$ cat config.mk
export PLATFORM = sky130hd
export DESIGN_NAME = multicycle_ctrl
export DESIGN_NICKNAME = d
export VERILOG_FILES = /design/src/rtl/ctrl_pkg.sv /design/src/rtl/ctrl_out_decode.sv /design/src/rtl/multicycle_ctrl.sv
export SDC_FILE = /design/constraint.sdc
export NUM_CORES = 1
export LEC_CHECK = 0
export CAP_MARGIN = 20
export CORE_MARGIN = 4
export CORE_UTILIZATION = 35
export CTS_CLUSTER_DIAMETER = 40
export DETAILED_ROUTE_END_ITERATION = 8
export MAX_ROUTING_LAYER = met4
export PLACE_DENSITY = 0.77
export SLEW_MARGIN = 20
export SYNTH_ARGS = -nofsm -noshare
export SYNTH_HDL_FRONTEND = slang
export SYNTH_SLANG_ARGS = --single-unit
$ cat constraint.sdc
create_clock -name clk -period 2.8 [get_ports clk]
set_input_delay 0.84 -clock clk [delete_from_list [all_inputs] [get_ports clk]]
set_output_delay 0.84 -clock clk [all_outputs]
set_load 0.01 [all_outputs]
$ cat src/rtl/ctrl_pkg.sv
// ----------------------------------------------------------------------------
// ctrl_pkg
// Shared definitions for the multicycle MIPS main control unit:
//   - state_t      : 4-bit FSM state encoding
//   - OP_*         : opcode field constants
//   - EN_*         : En_UC operation-class codes (shared with ALU control)
//   - SRCB_*/PCSRC_*: ALUSrcB and PCSrc mux select codes
//   - ctrl_out_t   : bundle of every control output
// Optional feature macro: MULTICYCLE_JUMP_EN (adds the j opcode / JUMP state).
// ----------------------------------------------------------------------------
package ctrl_pkg;

    typedef enum logic [3:0] {
        S_FETCH   = 4'd0,
        S_DECODE  = 4'd1,
        S_MEM_ADR = 4'd2,
        S_MEM_RD  = 4'd3,
        S_MEM_WB  = 4'd4,
        S_MEM_WR  = 4'd5,
        S_EXECUTE = 4'd6,
        S_ALU_WB  = 4'd7,
        S_BRANCH  = 4'd8,
        S_IMM_EX  = 4'd9,
`ifdef MULTICYCLE_JUMP_EN
        S_JUMP    = 4'd11,
`endif
        S_IMM_WB  = 4'd10
    } state_t;

    // Opcodes
    localparam logic [5:0] OP_R    = 6'b000000;
    localparam logic [5:0] OP_LW   = 6'b100011;
    localparam logic [5:0] OP_SW   = 6'b101011;
    localparam logic [5:0] OP_BEQ  = 6'b000100;
    localparam logic [5:0] OP_ADDI = 6'b001000;
    localparam logic [5:0] OP_ANDI = 6'b001100;
    localparam logic [5:0] OP_ORI  = 6'b001101;
    localparam logic [5:0] OP_SLTI = 6'b001010;
    localparam logic [5:0] OP_J    = 6'b000010;

    // En_UC operation classes; 110 and 111 are reserved.
    localparam logic [2:0] EN_FUNCT = 3'b000;
    localparam logic [2:0] EN_ADD   = 3'b001;
    localparam logic [2:0] EN_SUB   = 3'b010;
    localparam logic [2:0] EN_AND   = 3'b011;
    localparam logic [2:0] EN_OR    = 3'b100;
    localparam logic [2:0] EN_SLT   = 3'b101;

    // ALU B input select
    localparam logic [1:0] SRCB_RT     = 2'b00;
    localparam logic [1:0] SRCB_FOUR   = 2'b01;
    localparam logic [1:0] SRCB_IMM    = 2'b10;
    localparam logic [1:0] SRCB_IMM_SH = 2'b11;

    // PC source select
    localparam logic [1:0] PCSRC_ALU    = 2'b00;
    localparam logic [1:0] PCSRC_ALUOUT = 2'b01;
    localparam logic [1:0] PCSRC_JUMP   = 2'b10;

    typedef struct packed {
        logic       pc_write;
        logic       branch;
        logic       i_or_d;
        logic       mem_read;
        logic       mem_write;
        logic       ir_write;
        logic       mem_to_reg;
        logic       reg_dst;
        logic       reg_write;
        logic       alu_src_a;
        logic [1:0] alu_src_b;
        logic [1:0] pc_src;
        logic [2:0] en_uc;
        logic       illegal;
    } ctrl_out_t;

    // True for every opcode DECODE knows how to dispatch.
    function automatic logic op_supported(input logic [5:0] op);
        case (op)
            OP_R, OP_LW, OP_SW, OP_BEQ,
            OP_ADDI, OP_ANDI, OP_ORI, OP_SLTI: return 1'b1;
`ifdef MULTICYCLE_JUMP_EN
            OP_J:                              return 1'b1;
`endif
            default:                           return 1'b0;
        endcase
    endfunction

    // Operation class for the immediate-ALU instructions.
    function automatic logic [2:0] imm_en_uc(input logic [5:0] op);
        case (op)
            OP_ANDI: return EN_AND;
            OP_ORI:  return EN_OR;
            OP_SLTI: return EN_SLT;
            default: return EN_ADD;
        endcase
    endfunction

endpackage

$ cat src/rtl/ctrl_out_decode.sv
// ----------------------------------------------------------------------------
// ctrl_out_decode
// Combinational decode of the control FSM state into every datapath control.
// Moore decode, except: En_UC in IMM_EX follows Op, illegal flags an
// unsupported Op in DECODE, and FETCH gates IRWrite/PCWrite with mem_ready.
// Ports:
//   state     in  current FSM state
//   Op        in  opcode field from the IR
//   mem_ready in  memory access completes this cycle
//   out       out decoded control bundle (ungated by reset)
// Optional feature macro: MULTICYCLE_JUMP_EN.
// ----------------------------------------------------------------------------
module ctrl_out_decode
    import ctrl_pkg::*;
(
    input  state_t     state,
    input  logic [5:0] Op,
    input  logic       mem_ready,
    output ctrl_out_t  out
);

    always_comb begin
        // NOTE: every output gets a default first so no path through the case leaves a latch.
        out = '0;
        case (state)
            S_FETCH: begin
                out.mem_read  = 1'b1;
                out.alu_src_b = SRCB_FOUR;
                out.en_uc     = EN_ADD;
                // IR and PC advance only once the fetch actually returns data.
                out.ir_write  = mem_ready;
                out.pc_write  = mem_ready;
            end
            S_DECODE: begin
                out.alu_src_b = SRCB_IMM_SH;
                out.en_uc     = EN_ADD;
                out.illegal   = ~op_supported(Op);
            end
            S_MEM_ADR: begin
                out.alu_src_a = 1'b1;
                out.alu_src_b = SRCB_IMM;
                out.en_uc     = EN_ADD;
            end
            S_MEM_RD: begin
                out.i_or_d   = 1'b1;
                out.mem_read = 1'b1;
            end
            S_MEM_WB: begin
                out.reg_write  = 1'b1;
                out.mem_to_reg = 1'b1;
            end
            S_MEM_WR: begin
                out.i_or_d    = 1'b1;
                out.mem_write = 1'b1;
            end
            S_EXECUTE: begin
                out.alu_src_a = 1'b1;
                out.en_uc     = EN_FUNCT;
            end
            S_ALU_WB: begin
                out.reg_dst   = 1'b1;
                out.reg_write = 1'b1;
            end
            S_BRANCH: begin
                out.alu_src_a = 1'b1;
                out.en_uc     = EN_SUB;
                out.branch    = 1'b1;
                out.pc_src    = PCSRC_ALUOUT;
            end
            S_IMM_EX: begin
                out.alu_src_a = 1'b1;
                out.alu_src_b = SRCB_IMM;
                out.en_uc     = imm_en_uc(Op);
            end
            S_IMM_WB: begin
                out.reg_write = 1'b1;
            end
`ifdef MULTICYCLE_JUMP_EN
            S_JUMP: begin
                out.pc_write = 1'b1;
                out.pc_src   = PCSRC_JUMP;
            end
`endif
            default: out = '0;
        endcase
    end

endmodule

$ cat src/rtl/multicycle_ctrl.sv
// ----------------------------------------------------------------------------
// multicycle_ctrl
// Main control FSM of the multicycle MIPS datapath. Holds the state register
// and next-state logic; output decode lives in ctrl_out_decode. All outputs
// are forced low while rst is high so an interrupted instruction never writes.
// Ports:
//   clk, rst        clock (rising edge), synchronous active-high reset
//   Op              opcode from the IR
//   mem_ready       memory completes the current access this cycle
//   PCWrite..illegal datapath enables, mux selects, En_UC class, illegal pulse
// Parameter:
//   RESET_STATE     state loaded on reset (default FETCH)
// Optional feature macro: MULTICYCLE_JUMP_EN (decode j and build JUMP state).
// ----------------------------------------------------------------------------
module multicycle_ctrl
    import ctrl_pkg::*;
#(
    parameter logic [3:0] RESET_STATE = 4'd0
) (
    input  logic       clk,
    input  logic       rst,
    input  logic [5:0] Op,
    input  logic       mem_ready,
    output logic       PCWrite,
    output logic       Branch,
    output logic       IorD,
    output logic       MemRead,
    output logic       MemWrite,
    output logic       IRWrite,
    output logic       MemtoReg,
    output logic       RegDst,
    output logic       RegWrite,
    output logic       ALUSrcA,
    output logic [1:0] ALUSrcB,
    output logic [1:0] PCSrc,
    output logic [2:0] En_UC,
    output logic       illegal
);

    state_t    state;
    state_t    state_next;
    ctrl_out_t dec;
    ctrl_out_t gated;

    // NOTE: state register uses non-blocking assignment so all flops update together at the edge.
    always_ff @(posedge clk) begin
        if (rst) state <= state_t'(RESET_STATE);
        else     state <= state_next;
    end

    always_comb begin
        state_next = S_FETCH;
        case (state)
            S_FETCH:   state_next = mem_ready ? S_DECODE : S_FETCH;
            S_DECODE: begin
                case (Op)
                    OP_LW, OP_SW:                      state_next = S_MEM_ADR;
                    OP_R:                              state_next = S_EXECUTE;
                    OP_BEQ:                            state_next = S_BRANCH;
                    OP_ADDI, OP_ANDI, OP_ORI, OP_SLTI: state_next = S_IMM_EX;
`ifdef MULTICYCLE_JUMP_EN
                    OP_J:                              state_next = S_JUMP;
`endif
                    default:                           state_next = S_FETCH;
                endcase
            end
            S_MEM_ADR: begin
                if (Op == OP_LW)      state_next = S_MEM_RD;
                else if (Op == OP_SW) state_next = S_MEM_WR;
                else                  state_next = S_FETCH;
            end
            S_MEM_RD:  state_next = mem_ready ? S_MEM_WB : S_MEM_RD;
            S_MEM_WB:  state_next = S_FETCH;
            S_MEM_WR:  state_next = mem_ready ? S_FETCH : S_MEM_WR;
            S_EXECUTE: state_next = S_ALU_WB;
            S_ALU_WB:  state_next = S_FETCH;
            S_BRANCH:  state_next = S_FETCH;
            S_IMM_EX:  state_next = S_IMM_WB;
            S_IMM_WB:  state_next = S_FETCH;
`ifdef MULTICYCLE_JUMP_EN
            S_JUMP:    state_next = S_FETCH;
`endif
            default:   state_next = S_FETCH;
        endcase
    end

    ctrl_out_decode u_decode (
        .state     (state),
        .Op        (Op),
        .mem_ready (mem_ready),
        .out       (dec)
    );

    // Reset gating acts combinationally so a write in flight is suppressed
    // in the very cycle reset is applied.
    assign gated = rst ? '0 : dec;

    assign PCWrite  = gated.pc_write;
    assign Branch   = gated.branch;
    assign IorD     = gated.i_or_d;
    assign MemRead  = gated.mem_read;
    assign MemWrite = gated.mem_write;
    assign IRWrite  = gated.ir_write;
    assign MemtoReg = gated.mem_to_reg;
    assign RegDst   = gated.reg_dst;
    assign RegWrite = gated.reg_write;
    assign ALUSrcA  = gated.alu_src_a;
    assign ALUSrcB  = gated.alu_src_b;
    assign PCSrc    = gated.pc_src;
    assign En_UC    = gated.en_uc;
    assign illegal  = gated.illegal;

endmodule

==> metrics.md <==
| Metric | Value |
|---|---|
| Max Freq | about 350 MHz |
| Top-level I/O count | 27 |
| Register bank with the most flops | state |
| Min cycle time layout | between 2000 and 3000 ps |
| Final GP Congestion | 0.914 |
| Number of enable-type register cells in the synthesized netlist | 0 |
| Overall routing resource usage | 18.5% |
| Least setup slack across all paths after layout | -37.5 ps |
| Effective utilization at floorplan | 38.7% |
| Crit. path cell count | 5 |
| Clock input transition at the sequential cells of the worst setup and hold paths | ~40 ps |
| Vias in the first global route | 784 |
| Worst path top cell family by delay | simple AND/OR/NAND/NOR gates |
| Placed cells | ~140 |
| Power per standard cell area | 217 mW/mm2 |
| Diodes inserted | 0 |
| Leading post-synthesis cells by cell area | sky130_fd_sc_hd__dfxtp_1 (13%), sky130_fd_sc_hd__nor3_1 (5.8%), sky130_fd_sc_hd__nor2_1 (5.6%) |
| Number of vias in the routed layout | 821 |
| DRC Markers | 0 |
| Full die area | around 0.0025 mm2 |
| Top Registers | state (4) |
| Number of detailed-routing iterations run before antenna repair | 4 |
| Worst path required time | 1960 ps |
| Kind of capture point of the worst setup path | primary output |
| Largest vdd supply drop | 172 uV |
| Post-synthesis instance total | 91 |
| Arrival time reported for the critical path endpoint | ~2000 ps |
| CP Class | in -> out |
| WP buf/inv | 2 |
| Warning count from the yosys run | 0 |
| Number of buffers created by CTS | 3 |
| Worst hold path stage count | 2 |
| Number of DRC violations after detailed-routing iteration 0 | 17 |
| Estimated wirelength of the detail-placed design | 1.51 mm |
| Max reg flops | 4 |
| Post-synthesis sequential element count | 4 |
| Maximum number of pins on one net before global-route repair | 13 |
| TritonCTS clock tree | done |
| Main synth FF type | sky130_fd_sc_hd__dfxtp_1 |
| Cell Area, Placed | 970 um2 |
| Area of all placed cells without fillers | 0.00101 mm2 |
| Critical Path Max Stage Delay | 540 ps |
| Distinct cells, synth | 40 |
| Row count | 14 |
| Final Routed Wirelength | around 2.1 mm |
| Worst-path fanout max | 2 |
| Post-synth top area cell | sky130_fd_sc_hd__dfxtp_1 |
| Ys async rst share | 0% |
| Failing checks | negative setup slack |
| Layout net count | approximately 140 |
| Number of non-filler instances in the completed layout | 148 |
| Critical Path Source Type | input port |
| Hold path start | state[0] |
| Share of final-layout standard cells stronger than drive strength 1 | between 40% and 50% |
| Max_cap viols | 0 |
| Count of antenna-violating nets left after detailed routing | 0 |
| Clock Skew | 0.867 ps |
| Area delta synth->final | 66.8% |
| Buffers on Ports | 25 |
| Number of cell instances on the worst register-to-register path | 4 |
| Syn avg cell area | 6.63 um2 |
| R2R Path Start | state[0] |
| Unrepaired setup endpoints after global routing | yes |
| Ratio of final minimum period to clock period | 101% |
| Top cell type's share of synthesized area | 13.3% |
| GR Overflow Total | 0 |
| Endpoints failing setup | 1 |
| Buffer levels on the longest clock path | 2 |
| Width of the die | 49.5 um |
| Ordered cell list for the critical path | buf_6 -> or4_4 -> a211oi_4 -> nor4_2 -> buf_2 |
| Post-synthesis sequential area ratio | 13.3% |
| Area of the mapped netlist | 603 um2 |
| Post-detailed-route wirelength per cell | 14.2 um |
| Ratio of routed vias to standard cells | 5.55 |
| Deepest level of the CTS H-tree | 1 |
| Slowest stage cell, crit path | sky130_fd_sc_hd__or4_4 |
| Total clock sinks | 4 |
| Die height | just under 50 um |
| Critical path launch point | Op[1] |
| Core Box Area | 0.00156 mm2 |
| Path class of the lowest-slack min-delay path | reg -> reg |
| Clock Tree Root | sky130_fd_sc_hd__clkbuf_4 |
| Number of antenna violations at the first check in global routing | 0 |
| Status | complete, but fails checks |
| Post-synth net total | 100 |
| Hold Fails Final Rpt | 0 |
| Source-to-sink clock delay at the later pin of the worst-skew pair | 230 ps |
| First-pass GRT wire length | 3.48 mm |
| P_leak | 0.448 nW |
| Pins Over Slew Limit | 0 |
routing by layer:
metal	GRT usage (%)	wire, um	up-vias
li1	-	-	416
met1	20.4	819	372
met2	33.9	1110	31
met3	3.01	150	2
met4	5.53	17	0
met5	-	0	-
worst reg2reg max path, cell delays in order (launching register included):
cell,delay (ps)
sky130_fd_sc_hd__dfxtp_1,450
sky130_fd_sc_hd__or4_1,570
sky130_fd_sc_hd__o22ai_1,120
sky130_fd_sc_hd__nand3_1,140
sky130_fd_sc_hd__a31oi_1,180
cells by family (layout without fill, tap and decap cells):
logic type,Yosys count,in the layout,synth area share (%)
multiplexers,1,1,1.66
buffers and inverters,14,55,12.7
other,1,1,0.622
AND/OR/NAND/NOR,47,47,43.2
AO/OA/AOI/OAI,23,23,27.2
flip-flops,4,4,13.3
XOR/XNOR,1,1,1.45
synth_stat cells, types with 2 or more instances:
cell type	number
sky130_fd_sc_hd__nor2_1	9
sky130_fd_sc_hd__nor4_1	5
sky130_fd_sc_hd__nand3_1	5
sky130_fd_sc_hd__a22oi_1	2
sky130_fd_sc_hd__dfxtp_1	4
sky130_fd_sc_hd__o21ai_1	4
sky130_fd_sc_hd__clkbuf_1	6
sky130_fd_sc_hd__a21oi_1	5
sky130_fd_sc_hd__buf_4	4
sky130_fd_sc_hd__nor3_1	7
sky130_fd_sc_hd__nor2b_1	2
sky130_fd_sc_hd__nand2b_1	5
sky130_fd_sc_hd__nand2_1	6
final timing paths:
kind	end	slack (ps)
max	illegal	-40
max reg2reg	state[0]	1260
min	state[2]	720
min reg2reg	state[2]	720
cell type report:
| cell class | instances | area [um2] |
|---|---|---|
| timing repair buffer | 50 | 375 |
| sequential | 4 | 80.1 |
| multi-input combinational | 73 | 500 |
| fill | 149 | 553 |
| clock buffer | 3 | 22.5 |
| tap | 16 | 20.0 |
| inverter | 2 | 7.51 |
cell usage in the layout (no fill, tap or decap), drive strengths merged, types with 4 or more instances in the layout:
| master | n |
|---|---|
| nand3 | 5 |
| buf | 32 |
| a21oi | 5 |
| nor2 | 9 |
| clkbuf | 9 |
| o21ai | 5 |
| nor3 | 7 |
| nand2b | 5 |
| dfxtp | 4 |
| dlygate4sd2 | 10 |
| nand2 | 6 |
| nor4 | 5 |
where the power goes:
group / total (mW) / switching [mW] / internal, mW
clock network: 0.0698 / 0.0220 / 0.0478
registers: 0.0626 / 0.00411 / 0.0585
logic: 0.0860 / 0.0412 / 0.0449
total: 0.218 / 0.0672 / 0.151
metrics by stage:
stage	TNS [ps]	setup slack, ps	hold slack (ps)	utilization [%]	total power [mW]
final	-37.5	-37.5	715	64.5	0.218
after global routing	-63.9	-63.9	762	64.5	0.235
after CTS	-281	-168	695	65.2	0.219
after detailed placement	-8040	-708	669	62.2	0.146
after global placement	-7980	-708	677	62.2	0.145
after floorplan	0	119	651	-	0.0975
what timing repair did:
action                                  CTS  global route
hold buffers                              0             0
setup buffers                             3             0
pin swaps                                 7             3
gates resized for setup                  48            26
endpoints found under the setup margin   17             8
No activity file was read; power rests on OpenSTA's default activity.
